**config.mk**
```make
export PLATFORM = sky130hd
export DESIGN_NAME = pixel_raster_gen
export DESIGN_NICKNAME = d
export VERILOG_FILES = /design/src/rtl/pixel_raster_gen.sv
export SDC_FILE = /design/constraint.sdc
export NUM_CORES = 1
export LEC_CHECK = 0
export ABC_AREA = 1
export BUFFER_PORTS_ARGS = -buffer_cell sky130_fd_sc_hd__buf_2
export CAP_MARGIN = 10
export CORE_AREA = 2 2 70 98
export DETAILED_ROUTE_END_ITERATION = 8
export DIE_AREA = 0 0 72 100
export PLACE_DENSITY_LB_ADDON = 0.12
export SLEW_MARGIN = 30
export SYNTH_ARGS = -nofsm -noshare
export SYNTH_HDL_FRONTEND = slang
export SYNTH_SLANG_ARGS = --single-unit
```
**constraint.sdc**
```tcl
create_clock -name aclk -period 1.85 [get_ports aclk]
set_input_delay 0.2775 -clock aclk [delete_from_list [all_inputs] [get_ports aclk]]
set_output_delay 0.2775 -clock aclk [all_outputs]
set_load 0.05 [all_outputs]
```
**src/rtl/pixel_raster_gen.sv**
```systemverilog
// rtl/pixel_raster_gen.sv - raster (x, y) walker with a registered valid/ready pixel stage
// Build option: PIXEL_RASTER_TEST_PATTERN_EN replaces shader colour with a coordinate pattern.
module pixel_raster_gen #(
  parameter int H_RES = 640,
  parameter int V_RES = 480,
  parameter int CW    = 11
) (
  input  logic          aclk,
  input  logic          areset,
  input  logic          en,
  output logic [CW-1:0] x,
  output logic [CW-1:0] y,
  input  logic [7:0]    r_in,
  input  logic [7:0]    g_in,
  input  logic [7:0]    b_in,
  output logic [7:0]    r,
  output logic [7:0]    g,
  output logic [7:0]    b,
  output logic          valid,
  output logic          sof,
  output logic          eol,
  input  logic          ready,
  output logic          busy,
  output logic          frame_done,
  output logic [15:0]   frame_count
);

  typedef enum logic [0:0] {IDLE, RUN} state_e;

  state_e        state_q, state_d;
  logic [CW-1:0] x_q, x_d, y_q, y_d;
  logic [7:0]    r_q, g_q, b_q;
  logic [7:0]    r_sel, g_sel, b_sel;
  logic          valid_q, sof_q, eol_q, last_line_q;
  logic [15:0]   frame_count_q;
  logic          load, x_last, y_last, accept_last;

  assign x_last      = (x_q == CW'(H_RES - 1));
  assign y_last      = (y_q == CW'(V_RES - 1));
  assign load        = (state_q == RUN) && (!valid_q || ready);
  assign accept_last = valid_q && ready && eol_q && last_line_q;

`ifdef PIXEL_RASTER_TEST_PATTERN_EN
  logic unused_shader;
  assign unused_shader = ^{r_in, g_in, b_in};
  assign r_sel = 8'(x_q);
  assign g_sel = 8'(y_q);
  assign b_sel = 8'(x_q) ^ 8'(y_q);
`else
  assign r_sel = r_in;
  assign g_sel = g_in;
  assign b_sel = b_in;
`endif

  // en is only consulted at frame boundaries: entering from IDLE, or at the last pixel's load.
  always_comb begin
    state_d = state_q;
    x_d     = x_q;
    y_d     = y_q;
    case (state_q)
      IDLE:    if (en) state_d = RUN;
      RUN:     if (load && x_last && y_last && !en) state_d = IDLE;
      default: state_d = IDLE;
    endcase
    if (load) begin
      if (x_last) begin
        x_d = '0;
        y_d = y_last ? '0 : y_q + CW'(1);
      end else begin
        x_d = x_q + CW'(1);
      end
    end
  end

  always_ff @(posedge aclk) begin
    if (areset) begin
      state_q       <= IDLE;
      x_q           <= '0;
      y_q           <= '0;
      r_q           <= '0;
      g_q           <= '0;
      b_q           <= '0;
      valid_q       <= 1'b0;
      sof_q         <= 1'b0;
      eol_q         <= 1'b0;
      last_line_q   <= 1'b0;
      frame_count_q <= '0;
    end else begin
      state_q <= state_d;
      x_q     <= x_d;
      y_q     <= y_d;
      if (load) begin
        r_q         <= r_sel;
        g_q         <= g_sel;
        b_q         <= b_sel;
        sof_q       <= (x_q == '0) && (y_q == '0);
        eol_q       <= x_last;
        last_line_q <= y_last;
        valid_q     <= 1'b1;
      end else if (valid_q && ready) begin
        valid_q <= 1'b0;
      end
      if (accept_last) frame_count_q <= frame_count_q + 16'd1;
    end
  end

  assign x           = x_q;
  assign y           = y_q;
  assign r           = r_q;
  assign g           = g_q;
  assign b           = b_q;
  assign valid       = valid_q;
  assign sof         = sof_q;
  assign eol         = eol_q;
  assign busy        = (state_q == RUN) || valid_q;
  assign frame_done  = accept_last;
  assign frame_count = frame_count_q;

endmodule

```
# [Word level (Yosys, flattened, before mapping)]
# Index checks and enable logic that the tools add are counted.
# Widths: inputs -> output; s select.
[word_totals] reg_bits=67 input_bits=28 out_inout_bits=67
[op_classes] n_addsub=3 eq_ne=2 n_mux=7 bitwise=1 n_reduce_logical=16
[op_table] operator="$add 11x1->11 const B" n=2
[op_table] operator="$logic_not 11->1" n=2
[op_table] operator="$mux 11" n=2
[op_table] operator="$add 16x1->16 const B" n=1
[op_table] operator="$eq 11x10->1 const B" n=1
[op_table] operator="$eq 11x9->1 const B" n=1
[op_table] operator="$logic_and 1x1->1" n=8
[op_table] operator="$mux 1" n=4
[op_table] operator="$logic_not 1->1" n=2
[op_table] operator="$logic_or 1x1->1" n=2
[op_table] operator="$pmux 1 s2" n=1
[op_table] operator="$reduce_and 2->1" n=1
[op_table] operator="$reduce_bool 2->1" n=1
[op_table] operator="$not 1->1" n=1

# [Longest topological paths before layout]
[logic_depth] word_depth=8 ltp_mapped=9 depth_no_buf=9

# [Worst setup path after synthesis]
# OpenSTA, ideal clock, no wires.
[synth_path] path_kind="register to register" start="register eol_q (netlist: eol)" end="register frame_count_q[12] (netlist: frame_count[12])" t_arrival_ps=1692 t_required_ps=1733 setup_slack_ps=41 path_stages_with_launch=8 path_buffers=0 period_less_slack_ps=1809 cell_sequence="dfxtp_1 nand2_1 nor2_8 nand3_1 nor2_2 nand3_1 nand2_1 nor2_1"
[synth_between] elab_chain_cells=2
[synth_rtl] element="start: declaration" line_no="34" source="logic valid_q, sof_q, eol_q, last_line_q;"
[synth_rtl] element="start signal: assignment" line_no="97" source="eol_q <= x_last;"
[synth_rtl] element="$logic_and 1x1->1 (2 in series)" line_no="41" source="assign accept_last = valid_q && ready && eol_q && last_line_q;"
[synth_rtl] element="via frame_done" line_no="24" source="output logic frame_done,"
[synth_rtl] element="end signal: assignment" line_no="103" source="if (accept_last) frame_count_q <= frame_count_q + 16'd1;"
[synth_rtl] element="end: declaration" line_no="35" source="logic [15:0] frame_count_q;"
# The timed path passes the listed nets, and every way through them passes these cells.
# A chain may end at the register's enable or synchronous reset.

# [Final worst setup path]
[layout_path] start="register eol_q (netlist: eol)" end="output port frame_done"
[layout_between] elab_chain_cells=2
[layout_rtl] element="$logic_and 1x1->1 (2 in series)" line_no="41"
[layout_rtl] element="end: declaration" line_no="24"
# No other way between the ends.

==> results.md <==
- CTS Buffer Depth: 2
- Final Cycle Share: around nine tenths
- Critical path endpoint category: primary output
- # diodes: 0
- Number of max-cap violations: 0
- Critical path class: reg -> out
- Worst clock skew: around 0.0095 ns
- Die Span X: between 70 and 80 um
- Slew headroom: between 70% and 80%
- TritonCTS Buffers: 9
- CP max-delay cell: dfxtp_1
- DRC viols: 0
- Flop pwr share: a little over two fifths
- Most frequent cells in the layout: nor2_1 (106), buf_2 (94), nand2_1 (74), dfxtp_1 (67)
- Slew @ Worst Pin: around 0.35 ns
- Post-CTS setup buffers: 0
- PostCTS Resize Cnt: 0
- Pin count of the biggest net entering global routing: 31
- Sw Ratio: between 20% and 30%
- Post-route ant nets: 0
- Initial core utilization: 48.8%
- Area Overhead vs Synth: 25.0%
- Share of post-route cells with drive strength above 1: 25.6%
- Clk pin slew, worst setup/hold paths: around 0.070 ns
- Final Max Tran Viols: 0
- Clock power share: roughly 40%
- Fillers: around 620
- RSZ-0062 raised after global routing: no
- Warnings from Yosys: 0
- Final hold vios: 0
- Cells after Synth: 437
- Die Area: 7200 um2
- Worst R2R Setup Slack: about 0.32 ns
- Mapped Nets: 470
- Depth of the CTS H-tree: 3
- Crit start category: register
- GPL Wtd Cong: 0.946
- Drt first pass iters: 5
- Avg Vias per Cell: just over 5
- Peak VDD IR: approximately 0.63 mV
- CTS root buffer: clkbuf_8
- Number of cell rows: 35
- Comb power frac: 17.2%
- Top-level I/O count: 95
- Total Wirelength: 7.66 mm
- Gr ovfl total: 0
- # hold bufs at CTS: 0
- CP max stage delay: 0.38 ns
- Placeable Area: roughly 6400 um2
- Worst path bufs/invs: 1
- Clock Latency Late Sink: 0.34 ns
- Wire per inst: between 10 and 15 um
- Sink Count: 67
- Port Buffers: 94
- PwrDens: just over 900 nW/um2
- Seq cells post-synth: 67
- CP max FO: 9
- DIE HEIGHT: roughly 100 um
- Largest delay contributor family on the critical path: flip-flops
- LEAKAGE: 1.92 nW
- Dpl hpwl: ~5.8 mm
- Required time of the critical path: around 1.6 ns
- Commonest non-fill, non-tap cell in the layout: nor2_1
- DR vias: about 3,100
- Global-route wire length before repair: between 10 and 15 mm
- Vias in the first global route: about 2,800
- Worst path cell trace: nand2_1 > nor2_8 > buf_2
- Mean area per synthesized cell: roughly 7.2 um2
- Crit path time final: between 1.5 and 2 ns
- # nets final: roughly 570
- Run status: complete, no violations
- All-Layer GR Usage: a little over a fifth
- Critical Path AT: between 1 and 1.5 ns
- Initial antenna violation count: 0
- Net switching power: roughly 1.1 mW
- Post-synthesis cell area: about 3100 um2
- Min-delay worst type: in -> reg
- Fmax: ~610 MHz
- Setup violators final: 0
- Final Util: around 61%
- Seq/Total Area, Yosys: a little over two fifths
- Cell variety after synth: 28
- Int Pwr: about 2.6 mW
- Initial DRC count: 189
- Final setup TNS: 0 ns
- CTS tree: built
==> power by group through the flow <==
| stage | sequential (mW) | clock, mW | combinational, mW |
|---|---|---|---|
| floorplan | 1.86 | 0 | 0.209 |
| global placement | 1.60 | 0 | 0.620 |
| detailed placement | 1.60 | 0 | 0.626 |
| CTS | 1.57 | 1.49 | 0.629 |
| global route | 1.58 | 1.54 | 0.673 |
| finish | 1.57 | 1.45 | 0.625 |
==> cell usage after synthesis, drive strengths merged <==
cell,n,area [um2]
a211oi,1,7.51
a21oi,23,115
a31oi,1,6.26
buf,7,41.3
clkbuf,6,22.5
dfxtp,67,1340
ha,5,62.6
inv,37,139
nand2,82,375
nand3,29,158
nand4,9,56.3
nor2,113,502
nor3,11,55.1
o21ai,39,203
o22ai,1,6.26
or2,1,6.26
xor2,5,43.8
==> worst register-to-register path: stages, from the launching register on <==
cell and delay [ns]:
dfxtp_1 0.41, ha_1 0.24, nand3_4 0.12, nor2_8 0.24
nand2_8 0.11, nand2_8 0.11, nand2_4 0.08, nand2_1 0.07
nor2_1 0.04
==> final timing paths <==
kind / from / endpoint / cells after the start
hold reg to reg: b[1] / b[1] / 2
hold / removal: en / state_q / 3
setup / recovery: eol / frame_done / 3
setup reg to reg: x[0] / y[3] / 8
==> cells by family after synthesis <==
logic type / count (synthesis) / share of synthesized area [%]
XOR/XNOR: 5 / 1.39
AND/OR/NAND/NOR: 245 / 36.7
flip-flops: 67 / 42.7
AO/OA/AOI/OAI: 65 / 10.8
adder cells (fa/ha/maj): 5 / 1.99
buffers and inverters: 50 / 6.45
==> per-layer routing <==
layer,GRT usage [%],up-vias,part of all wire (%)
met1,24.4,1386,39
li1,-,1604,-
met4,10.4,0,3.5
met2,37.9,114,51
met3,6.43,22,6.7
met5,0,-,0
==> registers in the layout, indices dropped and copies added, names as in the netlist <==
register     cells
y               11
sof              1
frame_count     16
r                8
g                8
b                8
x               11
valid            1
state_q          1
last_line_q      1
eol              1
==> stage by stage <==
stage                     instance area, um2  hold WS (ns)  power (mW)  cells  worst slack (ns)
after floorplan                         3140         0.388        2.07    437            0.0410
after global placement                  3680         0.458        2.22    598             0.378
after detailed placement                3680         0.467        2.23    598             0.349
after CTS                               3930         0.117        3.68    614             0.206
after global routing                    3930         0.136        3.79    614             0.124
final                                   3930         0.133        3.64    614             0.219
==> final cells by class <==
cell class | count | area, um2 | share of cell area (%)
tap | 74 | 92.6 | 2.36
sequential | 67 | 1340 | 34.2
timing repair buffer | 100 | 515 | 13.1
multi-input combinational | 320 | 1600 | 40.7
clock inverter | 7 | 116 | 2.96
clock buffer | 9 | 124 | 3.16
inverter | 37 | 139 | 3.54
Note: power is estimated with default switching activity, not from simulation.
